==> config.mk <==
export PLATFORM = sky130hd
export DESIGN_NAME = iter_mul_acc_unit
export DESIGN_NICKNAME = d
export VERILOG_FILES = /design/src/rtl/iter_mul_acc_unit.sv
export SDC_FILE = /design/constraint.sdc
export NUM_CORES = 1
export LEC_CHECK = 0
export CAP_MARGIN = 30
export CORE_ASPECT_RATIO = 0.6
export CORE_MARGIN = 5
export CORE_UTILIZATION = 49
export CTS_BUF_LIST = sky130_fd_sc_hd__clkbuf_2 sky130_fd_sc_hd__clkbuf_4 sky130_fd_sc_hd__clkbuf_8
export DETAILED_ROUTE_END_ITERATION = 10
export PLACE_DENSITY = 0.68
export SYNTH_ARGS = -nofsm -noshare
export SYNTH_HDL_FRONTEND = slang
export SYNTH_SLANG_ARGS = --single-unit
==> constraint.sdc <==
create_clock -name clk -period 13.2 [get_ports clk]
set_input_delay 1.98 -clock clk [delete_from_list [all_inputs] [get_ports clk]]
set_output_delay 1.98 -clock clk [all_outputs]
set_load 0.1 [all_outputs]
==> src/rtl/iter_mul_acc_unit.sv <==
// iter_mul_acc_unit
// Iterative multiply / multiply-accumulate unit that owns the HI/LO pair.
// Retires RADIX_BITS multiplier bits per cycle on operand magnitudes and
// applies the sign and accumulation in a final cycle.
//
// Ports:
//   clk, resetn        clock, async active-low reset
//   flush              cancel the operation in flight (no done, HI/LO kept)
//   start, op, a, b    request, sampled in IDLE only
//   hilo_we/sel/wdata  direct MTHI/MTLO write, honoured in IDLE only
//   busy               high while CALC or FINAL
//   done               one-cycle pulse, hi/lo already updated
//   hi, lo             architectural registers
//
// state   | meaning
// --------+------------------------------------------------------------
// S_IDLE  | waiting for start; direct HI/LO writes accepted
// S_CALC  | one radix step per cycle, N steps total
// S_FINAL | apply sign, combine with HI/LO, raise done

module iter_mul_acc_unit #(
  parameter int WIDTH      = 32,
  parameter int RADIX_BITS = 2
) (
  input  logic             clk,
  input  logic             resetn,
  input  logic             flush,
  input  logic             start,
  input  logic [2:0]       op,
  input  logic [WIDTH-1:0] a,
  input  logic [WIDTH-1:0] b,
  input  logic             hilo_we,
  input  logic             hilo_sel,
  input  logic [WIDTH-1:0] hilo_wdata,
  output logic             busy,
  output logic             done,
  output logic [WIDTH-1:0] hi,
  output logic [WIDTH-1:0] lo
);

  localparam int N  = WIDTH / RADIX_BITS;
  localparam int CW = $clog2(N + 1);
  localparam int W2 = 2 * WIDTH;

  typedef enum logic [1:0] {S_IDLE, S_CALC, S_FINAL} state_t;

  state_t          state;
  logic [2:0]      op_q;
  logic            sign_q;
  logic [W2-1:0]   mcand_sh;
  logic [WIDTH-1:0] mplier;
  logic [W2-1:0]   partial;
  logic [CW-1:0]   cnt;

  logic             op_valid;
  logic             op_signed;
  logic [WIDTH-1:0] a_mag;
  logic [WIDTH-1:0] b_mag;
  logic [W2-1:0]    pp;
  logic [W2-1:0]    p_final;
  logic [W2-1:0]    acc_new;

  always_comb begin
    op_valid  = (op != 3'b000) && (op != 3'b111);
    // MULT, MADD and MSUB are the odd codes
    op_signed = op[0];
    a_mag     = (op_signed && a[WIDTH-1]) ? -a : a;
    b_mag     = (op_signed && b[WIDTH-1]) ? -b : b;
    // multiplicand is kept pre-shifted, multiplier consumed LSB first
    pp        = mcand_sh * {{(W2-RADIX_BITS){1'b0}}, mplier[RADIX_BITS-1:0]};
    p_final   = sign_q ? -partial : partial;
    case (op_q)
      3'b011, 3'b100: acc_new = {hi, lo} + p_final;
      3'b101, 3'b110: acc_new = {hi, lo} - p_final;
      default:        acc_new = p_final;
    endcase
  end

  always_ff @(posedge clk or negedge resetn) begin
    if (!resetn) begin
      state    <= S_IDLE;
      op_q     <= 3'b000;
      sign_q   <= 1'b0;
      mcand_sh <= '0;
      mplier   <= '0;
      partial  <= '0;
      cnt      <= '0;
      busy     <= 1'b0;
      done     <= 1'b0;
      hi       <= '0;
      lo       <= '0;
    end else begin
      done <= 1'b0;
      case (state)
        S_IDLE: begin
          // HI/LO is only read in FINAL, so a same-edge direct write is
          // naturally seen by the accumulate that starts here
          if (hilo_we) begin
            if (hilo_sel) hi <= hilo_wdata;
            else          lo <= hilo_wdata;
          end
          if (start && op_valid && !flush) begin
            op_q     <= op;
            sign_q   <= op_signed & (a[WIDTH-1] ^ b[WIDTH-1]);
            mcand_sh <= {{WIDTH{1'b0}}, a_mag};
            mplier   <= b_mag;
            partial  <= '0;
            cnt      <= '0;
            busy     <= 1'b1;
            state    <= S_CALC;
          end
        end
        S_CALC: begin
          if (flush) begin
            busy  <= 1'b0;
            state <= S_IDLE;
          end else begin
            partial  <= partial + pp;
            mcand_sh <= mcand_sh << RADIX_BITS;
            mplier   <= mplier >> RADIX_BITS;
            cnt      <= cnt + 1'b1;
            if (cnt == CW'(N - 1)) state <= S_FINAL;
          end
        end
        S_FINAL: begin
          busy  <= 1'b0;
          state <= S_IDLE;
          if (!flush) begin
            {hi, lo} <= acc_new;
            done     <= 1'b1;
          end
        end
        default: begin
          busy  <= 1'b0;
          state <= S_IDLE;
        end
      endcase
    end
  end

endmodule

Word-level counts from Yosys, hierarchy flattened
Cells that the tools add are included.
{"block": "classes", "n_addsub": 7, "multipliers": 1, "n_eq_ne": 16, "mux": 33, "bitwise_logic": 2, "n_reduce_logical": 18}
{"op": "$pmux W64 S2", "n": 3}
{"op": "$mux W32", "n": 10}
{"op": "$mux W64", "n": 5}
{"op": "$pmux W32 S2", "n": 3}
{"op": "$add A64 B64 Y64", "n": 2}
{"op": "$mul A64 B2 Y64", "n": 1}
{"op": "$neg A32 Y32", "n": 2}
{"op": "$neg A64 Y64", "n": 1}
{"op": "$sub A64 B64 Y64", "n": 1}
{"op": "$ne A2 B2 Y1 const B", "n": 7}
{"op": "$mux W5", "n": 2}
{"op": "$pmux W5 S2", "n": 1}
{"op": "$eq A3 B3 Y1 const B", "n": 3}
{"op": "$reduce_and A4 Y1", "n": 2}
{"op": "$mux W2", "n": 3}
{"op": "$ne A3 B3 Y1 const B", "n": 2}
{"op": "$reduce_and A2 Y1", "n": 3}
{"op": "$add A5 B1 Y5 const B", "n": 1}
{"op": "$eq A5 B4 Y1 const B", "n": 1}
{"op": "$logic_and A1 B1 Y1", "n": 5}
{"op": "$mux W1", "n": 4}
{"op": "$pmux W2 S2", "n": 1}
{"op": "$reduce_bool A2 Y1", "n": 2}
{"op": "$reduce_or A2 Y1", "n": 2}
{"op": "10 further kinds", "n": 10}
{"block": "totals", "register_bits": 237, "out_inout_bits": 66, "word_cells": 88}

Longest topological paths before layout
Gate-level depths: netlist of the first run.
{"block": "depth", "word_depth": 6, "depth_mapped": 27, "ltp_nobuf": 26}

Worst setup path before layout of the first run
No wires, ideal clock.
{"block": "synth_timing", "path_kind": "reg2reg", "startpoint": "register partial[0]", "endpoint": "register hi[30]", "arrival_time_ps": 6304, "path_slack_ps": 6755, "stages_incl_launch_ff": 27, "path_buffers": 1, "period_less_slack_ps": 6445, "cell_sequence": "dfrtp_1 -> inv_1 -> ha_1 -> or4b_2 -> o31ai_1 -> xnor2_1 -> o2111ai_1 -> nor4_2 -> and3_1 -> nand2_1 -> nor3_1 -> a31oi_1 -> xor2_1 -> ha_1 -> clkbuf_1 -> a21o_1 -> a21o_1 -> a21o_1 -> a21o_1 -> a21oi_1 -> o221ai_1 -> o311ai_0 -> nand2_1 -> o41ai_1 -> o311ai_0 -> xnor2_1 -> o221ai_1"}
{"block": "synth_between", "elab_chain_cells": 6}
{"element": "start, declared", "line": "52", "rtl": "logic [W2-1:0] partial;"}
{"element": "start signal, assigned", "line": "118", "rtl": "partial <= partial + pp;"}
{"element": "$neg A64 Y64", "line": "71", "rtl": "p_final = sign_q ? -partial : partial;"}
{"element": "$mux W64 (*)", "line": "71"}
{"element": "$sub A64 B64 Y64 or $add A64 B64 Y64 (tied branches)", "line": "74, 73"}
{"element": "$pmux W64 S2 (*)", "line": "72", "rtl": "case (op_q)"}
{"element": "$mux W32 (*)", "line": "128", "rtl": "if (!flush) begin"}
{"element": "$pmux W32 S2 (*)", "line": "94", "rtl": "case (state)"}
{"element": "end signal, assigned", "line": "99", "rtl": "if (hilo_sel) hi <= hilo_wdata;"}
{"element": "end signal, assigned", "line": "129", "rtl": "{hi, lo} <= acc_new;"}
{"element": "end, declared", "line": "37", "rtl": "output logic [WIDTH-1:0] hi,"}
Every way passes the cells marked *; elsewhere a longest branch is shown, timed or not. The select of a mux whose other input is x is not followed.
A chain may end at the register's enable or synchronous reset.

Worst setup path in the final report of the first run
Ends and elaborated chain as after synthesis.

==> flow_metrics.env, run 1 <==
export IMPL_status="complete, no violations"
export IMPL_internal_power_uw=2770
export IMPL_synth_xor_area_frac=0.105
export IMPL_yosys_area_share_simple=0.213
export IMPL_grt_first_pass_wirelength_um=130000
export IMPL_initial_core_util=0.493
export IMPL_tns_ns=0
export IMPL_cts_sinks=237
export IMPL_cts_path_max_buffers=3
export IMPL_ioPinCount=171
export IMPL_dp_hpwl_um=65600
export IMPL_post_cts_resized=0
export IMPL_antenna_diode_count=0
export IMPL_syn_avg_cell_area_um2=7.55
export IMPL_finalNonFillerCells=3966
export IMPL_worstPathArrival_ns=8.36
export IMPL_synthToLayoutAreaGrowth_pct=13.0
export IMPL_hold_violations=0
export IMPL_yosys_warnings=0
export IMPL_grt_max_degree=124
export IMPL_fin_crit_sh=0.599
export IMPL_max_slew_worst_pin_slew_ns=1.08
export IMPL_synth_compound_area_frac=0.251
export IMPL_rows=63
export IMPL_synthDistinctLibCells=84
export IMPL_synth_fa_ha_area_frac=0.121
export IMPL_required_ns=13.65
export IMPL_synthFlopType="dfrtp_1"
export IMPL_drt_pass1_iter_count=6
export IMPL_crit_slowest_cell="o41ai_1"
export IMPL_gp_congestion=0.974
export IMPL_power_density_nw_per_um2=216
export IMPL_wl_um=84000
export IMPL_fp_dieArea_um2=54100
export IMPL_cts_tree="done"
export IMPL_cts_buffers=41
export IMPL_cpMostUsedCell="a21o_1"
export IMPL_slew_viol_final=0
export IMPL_dr_first_iter_drc_count=2605
export IMPL_clockRootBuffer="clkbuf_8"
export IMPL_die_w_um=297
export IMPL_remaining_drc_errors=0
export IMPL_numPortBuffers=170
export IMPL_crit_buf_inv=2
export IMPL_syn_nets=3509
export IMPL_fin_total_pwr_uw=5900
export IMPL_syn_cell_area_um2=24200
export IMPL_grt_ovfl_total=0
export IMPL_core_area_um2=49100
export IMPL_synth_mux_area_frac=0.00289
export IMPL_hp_class="reg2reg"
export IMPL_cp_start_kind="register"
export IMPL_ant_nets=0
export IMPL_register_area_um2=5930
export IMPL_post_cts_repair_setup_buffers=0
export IMPL_dpl_cell_count=3891
export IMPL_nFillCells=4703
export IMPL_p_clk_frac=0.137
export IMPL_die_h_um=182
export IMPL_critPathMaxFanout=8
export IMPL_h_tree_depth=2
export IMPL_ys_ff_latch=237
export IMPL_power_frac_seq=0.174
export IMPL_finClkSkew_ns=0.0371
export IMPL_synth_cells=3208
export IMPL_rsz0062_at_grt="no"
export IMPL_p_leak_uw=0.0124
export IMPL_clk_pin_slew_ns=0.06
export IMPL_vdd_drop_max_mv=0.211
export IMPL_synth_edf_count=0
export IMPL_clock_latency_ns=0.62
export IMPL_clock_fmax_mhz=126
export IMPL_pwr_share_comb=0.690
export IMPL_synth_top_family_by_area="compound AO/OA/AOI/OAI gates"
export IMPL_slowest_delay_ns=0.75
export IMPL_antenna_found_initial=1
export IMPL_crit_path_end_kind="register"
export IMPL_vias=24300
export IMPL_crit_family="compound AO/OA/AOI/OAI gates"
export IMPL_layout_nets=3588
export IMPL_async_flop_share=1.00
export IMPL_maxCapViolCount=0
export IMPL_netSwitchingFraction=0.530
export IMPL_power_switching_uw=3130
export IMPL_period_minus_slack_ns=7.91
export IMPL_cts_hold_buffers=0
export IMPL_drive_gt1_frac=0.0476
export IMPL_slew_headroom=0.269
export IMPL_setup_viol=0
export IMPL_gr_usage_all_layers=0.297
export IMPL_critPathKind="reg2reg"
export IMPL_vias_per_cell=6.12
export IMPL_seq_area_frac_synth=0.245
export IMPL_detail_route_wl_per_cell_um=21.2
export IMPL_multi_input_area_um2=16800
export IMPL_grt_pass1_vias=22400
==> cells in the final DEF, fill, tap and decap left out, types with 49 or more instances in the layout <==
master and instances:
dfrtp_1 234, nand2_1 458, xor2_1 102, a211oi_1 49, nand3_1 112, clkbuf_8 49, a21oi_1 264, inv_1 231
nor2_1 240, ha_1 132, clkdlybuf4s50_1 169, a21o_1 87, o21ai_0 261, fa_1 64, o31ai_1 65, xnor2_1 183
==> layout make-up <==
cell class / instances / share of cell area
Clock inverter: 11 / 0.00595
Sequential cell: 237 / 0.217
Clock buffer: 61 / 0.0279
Tap cell: 650 / 0.0297
Timing Repair Buffer: 203 / 0.0724
Inverter: 234 / 0.0321
Multi-Input combinational cell: 2570 / 0.615
==> worst reg2reg max path, cell delays in order, from the launching register on <==
cell and delay, ns:
dfrtp_1 0.46, inv_1 0.16, ha_1 0.28, or4b_2 0.70
o31ai_1 0.29, xnor2_1 0.28, o2111ai_1 0.27, nor4_2 0.44
and3_1 0.29, nand2_1 0.24, nor3_1 0.50, a31oi_1 0.18
xor2_1 0.19, ha_1 0.39, a21o_1 0.20, a21o_1 0.18
a21o_1 0.17, a21o_1 0.17, a21oi_1 0.15, o221ai_1 0.17
o311ai_0 0.44, buf_2 0.24, nand2_1 0.07, o41ai_1 0.75
o311ai_0 0.26, xnor2_1 0.19, o221ai_1 0.12
==> registers in the layout, indices dropped and copies added (netlist names) <==
signal	count
hi	32
state	2
lo	32
cnt	5
partial	64
op_q	3
done	1
sign_q	1
mplier	32
busy	1
mcand_sh	64
==> per-stage QoR <==
| step | hold WS [ns] | util | instance area (µm²) | worst slack, ns |
|---|---|---|---|---|
| after floorplan | 0.439 | - | 24200 | 6.76 |
| after global routing | 0.493 | 0.557 | 27400 | 4.69 |
| after detailed placement | 0.456 | 0.538 | 26400 | 5.25 |
| after global placement | 0.457 | 0.537 | 26400 | 5.02 |
| final | 0.477 | 0.557 | 27400 | 5.29 |
| after CTS | 0.482 | 0.556 | 27300 | 5.18 |
==> logic make-up after synthesis <==
group,count (synthesis)
simple gates,1110
fa+ha+maj,196
buf+inv,401
flops,237
xor+xnor,288
compound gates,969
mux,7
==> Yosys cell counts, drive strengths merged (11+ instances only) <==
cell type	n	area [µm²]
ha	132	1650
o211ai	11	82.6
clkbuf	156	586
nor2	244	926
buf	11	50.0
and3	36	225
a21o	88	661
o21a	17	128
o21bai	23	173
fa	64	1280
nor4	25	169
o31ai	66	509
and2	21	131
dfrtp	237	5930
or4	11	93.8
nand3	113	566
inv	231	867
nand4	34	213
xor2	103	902
nand2	461	1740
or3	30	188
nand3b	12	90.1
a211oi	49	368
nand2b	21	131
o41ai	16	148
a31oi	48	300
o21ai	262	1320
o22ai	29	181
nor3	44	246
a21oi	264	1320
nor2b	26	163
xnor2	184	1610
==> routing by layer <==
metal / GRT usage / vias up / wire (µm)
met5: 0 / - / 0
met4: 0.0648 / 0 / 1920
met3: 0.0671 / 136 / 7300
met2: 0.433 / 967 / 34900
met1: 0.450 / 11700 / 39900
li1: - / 11400 / -
==> power by group through the flow <==
stage          Clock [µW]  Sequential, µW  Combinational, µW
6_report              806            1020               4070
5_1_grt               851            1040               4450
4_1_cts               821            1020               3990
3_5_place_dp            0            1030               3960
3_3_place_gp            0            1030               3940
2_1_floorplan           0            1210               2840
==> path summary, 6_finish.rpt <==
path                            depth (start not counted)         start      endpoint  slack, ns
worst max-delay path                                   26    partial[0]        hi[30]       5.29
worst min-delay path                                    2  mcand_sh[63]  mcand_sh[63]       0.48
worst max register to register                         26    partial[0]        hi[30]       5.29
worst min register to register                          2  mcand_sh[63]  mcand_sh[63]       0.48
max in group asynchronous                               2        resetn    mplier[31]      10.29
min in group asynchronous                               1        resetn   partial[60]       1.44
Note: power is estimated with default switching activity, not from simulation.
==> run 2: changes to the inputs <==
- clock period: 13.2 -> 8.1 ns (I/O delays scaled with it)
==> run 2 against run 1 <==
Effect of this change:
- largest power group unchanged
- critical path type unchanged
- sequential share of layout area fell by 0.25 points
- global-route usage up 0.24 points
- first-iteration DRC count fell by 0.69%
- combinational power is 64% higher
- critical endpoint is now hi[22]
- via count grew 0.12%
==> flow_metrics.env, run 2 (synthesis gave the netlist of run 1 again) <==
export IMPL_clock_latency_ns=0.63
export IMPL_initial_core_util=0.493
export IMPL_fin_crit_sh=0.913
export IMPL_synthToLayoutAreaGrowth_pct=14.3
export IMPL_cts_path_max_buffers=3
export IMPL_critPathMaxFanout=8
export IMPL_worstPathArrival_ns=7.90
export IMPL_final_area_um2=27700
export IMPL_grt_first_pass_wirelength_um=131000
export IMPL_tns_ns=0
export IMPL_rrSetupSlack_ns=0.71
export IMPL_max_slew_worst_pin_slew_ns=1.03
export IMPL_post_cts_repair_setup_buffers=0
export IMPL_grt_pass1_vias=22800
export IMPL_die_w_um=297
export IMPL_maxCapViolCount=0
export IMPL_vias=24300
export IMPL_fin_util=0.564
export IMPL_fin_total_pwr_uw=9800
export IMPL_power_density_nw_per_um2=354
export IMPL_min_from="mplier[19]"
export IMPL_drt_pass1_iter_count=8
export IMPL_cts_buffers=43
export IMPL_cts_tree="done"
export IMPL_timing_rr_end="hi[22]"
export IMPL_antenna_found_initial=2
export IMPL_layout_common_cells="nand2_1, a21oi_1, o21ai_0"
export IMPL_h_tree_depth=2
export IMPL_dp_hpwl_um=65200
export IMPL_clockRootBuffer="clkbuf_8"
export IMPL_vias_per_cell=6.10
export IMPL_fp_dieArea_um2=54100
export IMPL_netSwitchingFraction=0.522
export IMPL_p_leak_uw=0.0126
export IMPL_slew_headroom=0.309
export IMPL_clk_pin_slew_ns=0.07
export IMPL_critPathKind="reg2reg"
export IMPL_min_to="mplier[19]"
export IMPL_die_h_um=182
export IMPL_rsz0062_at_grt="no"
export IMPL_detail_route_wl_per_cell_um=21.0
export IMPL_p_clk_frac=0.146
export IMPL_period_minus_slack_ns=7.39
export IMPL_power_frac_seq=0.172
export IMPL_setup_viol=0
export IMPL_layout_cells_most_common="nand2_1"
export IMPL_layout_nets=3602
export IMPL_slew_viol_final=0
export IMPL_hp_class="reg2reg"
export IMPL_wl_um=83700
export IMPL_cts_hold_buffers=0
export IMPL_crit_path_end_kind="register"
export IMPL_ioPinCount=171
export IMPL_gr_usage_all_layers=0.300
export IMPL_largestRegisters="mcand_sh (64), partial (64)"
export IMPL_postPlaceCellArea_um2=26500
export IMPL_required_ns=8.61
export IMPL_grt_ovfl_total=0
export IMPL_core_area_um2=49100
export IMPL_internal_power_uw=4680
export IMPL_hold_path_cell_count=2
export IMPL_status="complete, no violations"
export IMPL_drive_gt1_frac=0.0522
export IMPL_r2r_start="partial[0]"
export IMPL_ant_nets=0
export IMPL_numPortBuffers=170
export IMPL_power_switching_uw=5120
export IMPL_hold_violations=0
export IMPL_remaining_drc_errors=0
export IMPL_cts_sinks=237
export IMPL_clock_fmax_mhz=135
export IMPL_rows=63
export IMPL_dr_first_iter_drc_count=2587
export IMPL_cp_start_kind="register"
export IMPL_post_cts_resized=0
export IMPL_reg2reg_depth=26
export IMPL_grt_max_degree=104
export IMPL_finClkSkew_ns=0.0428
export IMPL_pwr_share_comb=0.682
export IMPL_vdd_drop_max_mv=0.433
export IMPL_antenna_diode_count=0
export IMPL_gp_congestion=0.968
-- run 2: changes by cell type in the layout (fill, tap and decap cells not counted), moves of 2 or more --
cell	before	now
buf_16	1	7
buf_2	2	0
buf_4	28	38
bufinv_16	4	7
clkbuf_4	12	7
clkbuf_8	49	53
clkinv_2	4	6
-- run 2: power groups by stage --
stage                     logic (µW)  registers (µW)  clock network, µW
after global routing            7310            1720               1520
after CTS                       6560            1680               1460
after floorplan                 4630            1970                  0
final                           6680            1680               1430
after detailed placement        6520            1700                  0
after global placement          6460            1690                  0
-- run 2: worst max-delay path, cell delays in order (launching register included) --
cell and delay (ns):
dfrtp_1 0.44, inv_1 0.15, ha_1 0.27, or4b_2 0.70, o31ai_1 0.28, xnor2_1 0.28
o2111ai_1 0.28, nor4_2 0.44, and3_1 0.30, nand2_1 0.12, nor3_1 0.56, a31oi_1 0.19
xor2_1 0.19, ha_1 0.41, a21o_1 0.20, a21o_1 0.17, a21o_1 0.17, a21o_1 0.17
a21oi_1 0.14, o221ai_1 0.20, o311ai_0 0.46, buf_4 0.21, nand2_1 0.05, o41ai_1 0.38
buf_4 0.21, xor2_1 0.07, a221oi_1 0.27
-- run 2: worst max path at each step --
stage,depth (start not counted),to,slack (ns),startpoint
2_1_floorplan,26,hi[30],1.66,partial[0]
3_3_place_gp,26,hi[22],0.95,partial[0]
3_5_place_dp,26,hi[30],0.82,partial[0]
4_1_cts,26,hi[22],0.78,partial[0]
5_1_grt,26,hi[22],0.04,partial[1]
6_report,26,hi[22],0.71,partial[0]
-- run 2: routing by layer --
metal,part of all wire,vias to the layer above,track usage
li1,-,11500,-
met1,0.47,11800,0.445
met2,0.42,937,0.447
met3,0.091,124,0.0744
met4,0.019,6,0.0569
met5,0.0013,-,0
-- run 2: layout make-up --
class	count	area (µm²)
Clock buffer	60	782
Clock inverter	16	264
Fill cell	4744	21400
Inverter	234	878
Multi-Input combinational cell	2570	16800
Sequential cell	237	5930
Tap cell	650	813
Timing Repair Buffer	215	2180
-- run 2: per-stage QoR --
stage / instances / hold slack, ns / worst slack [ns]
after global routing: 3982 / 0.504 / 0.0426
after detailed placement: 3903 / 0.466 / 0.820
after floorplan: 3208 / 0.439 / 1.66
after global placement: 3899 / 0.460 / 0.953
final: 3982 / 0.478 / 0.708
after CTS: 3979 / 0.479 / 0.775
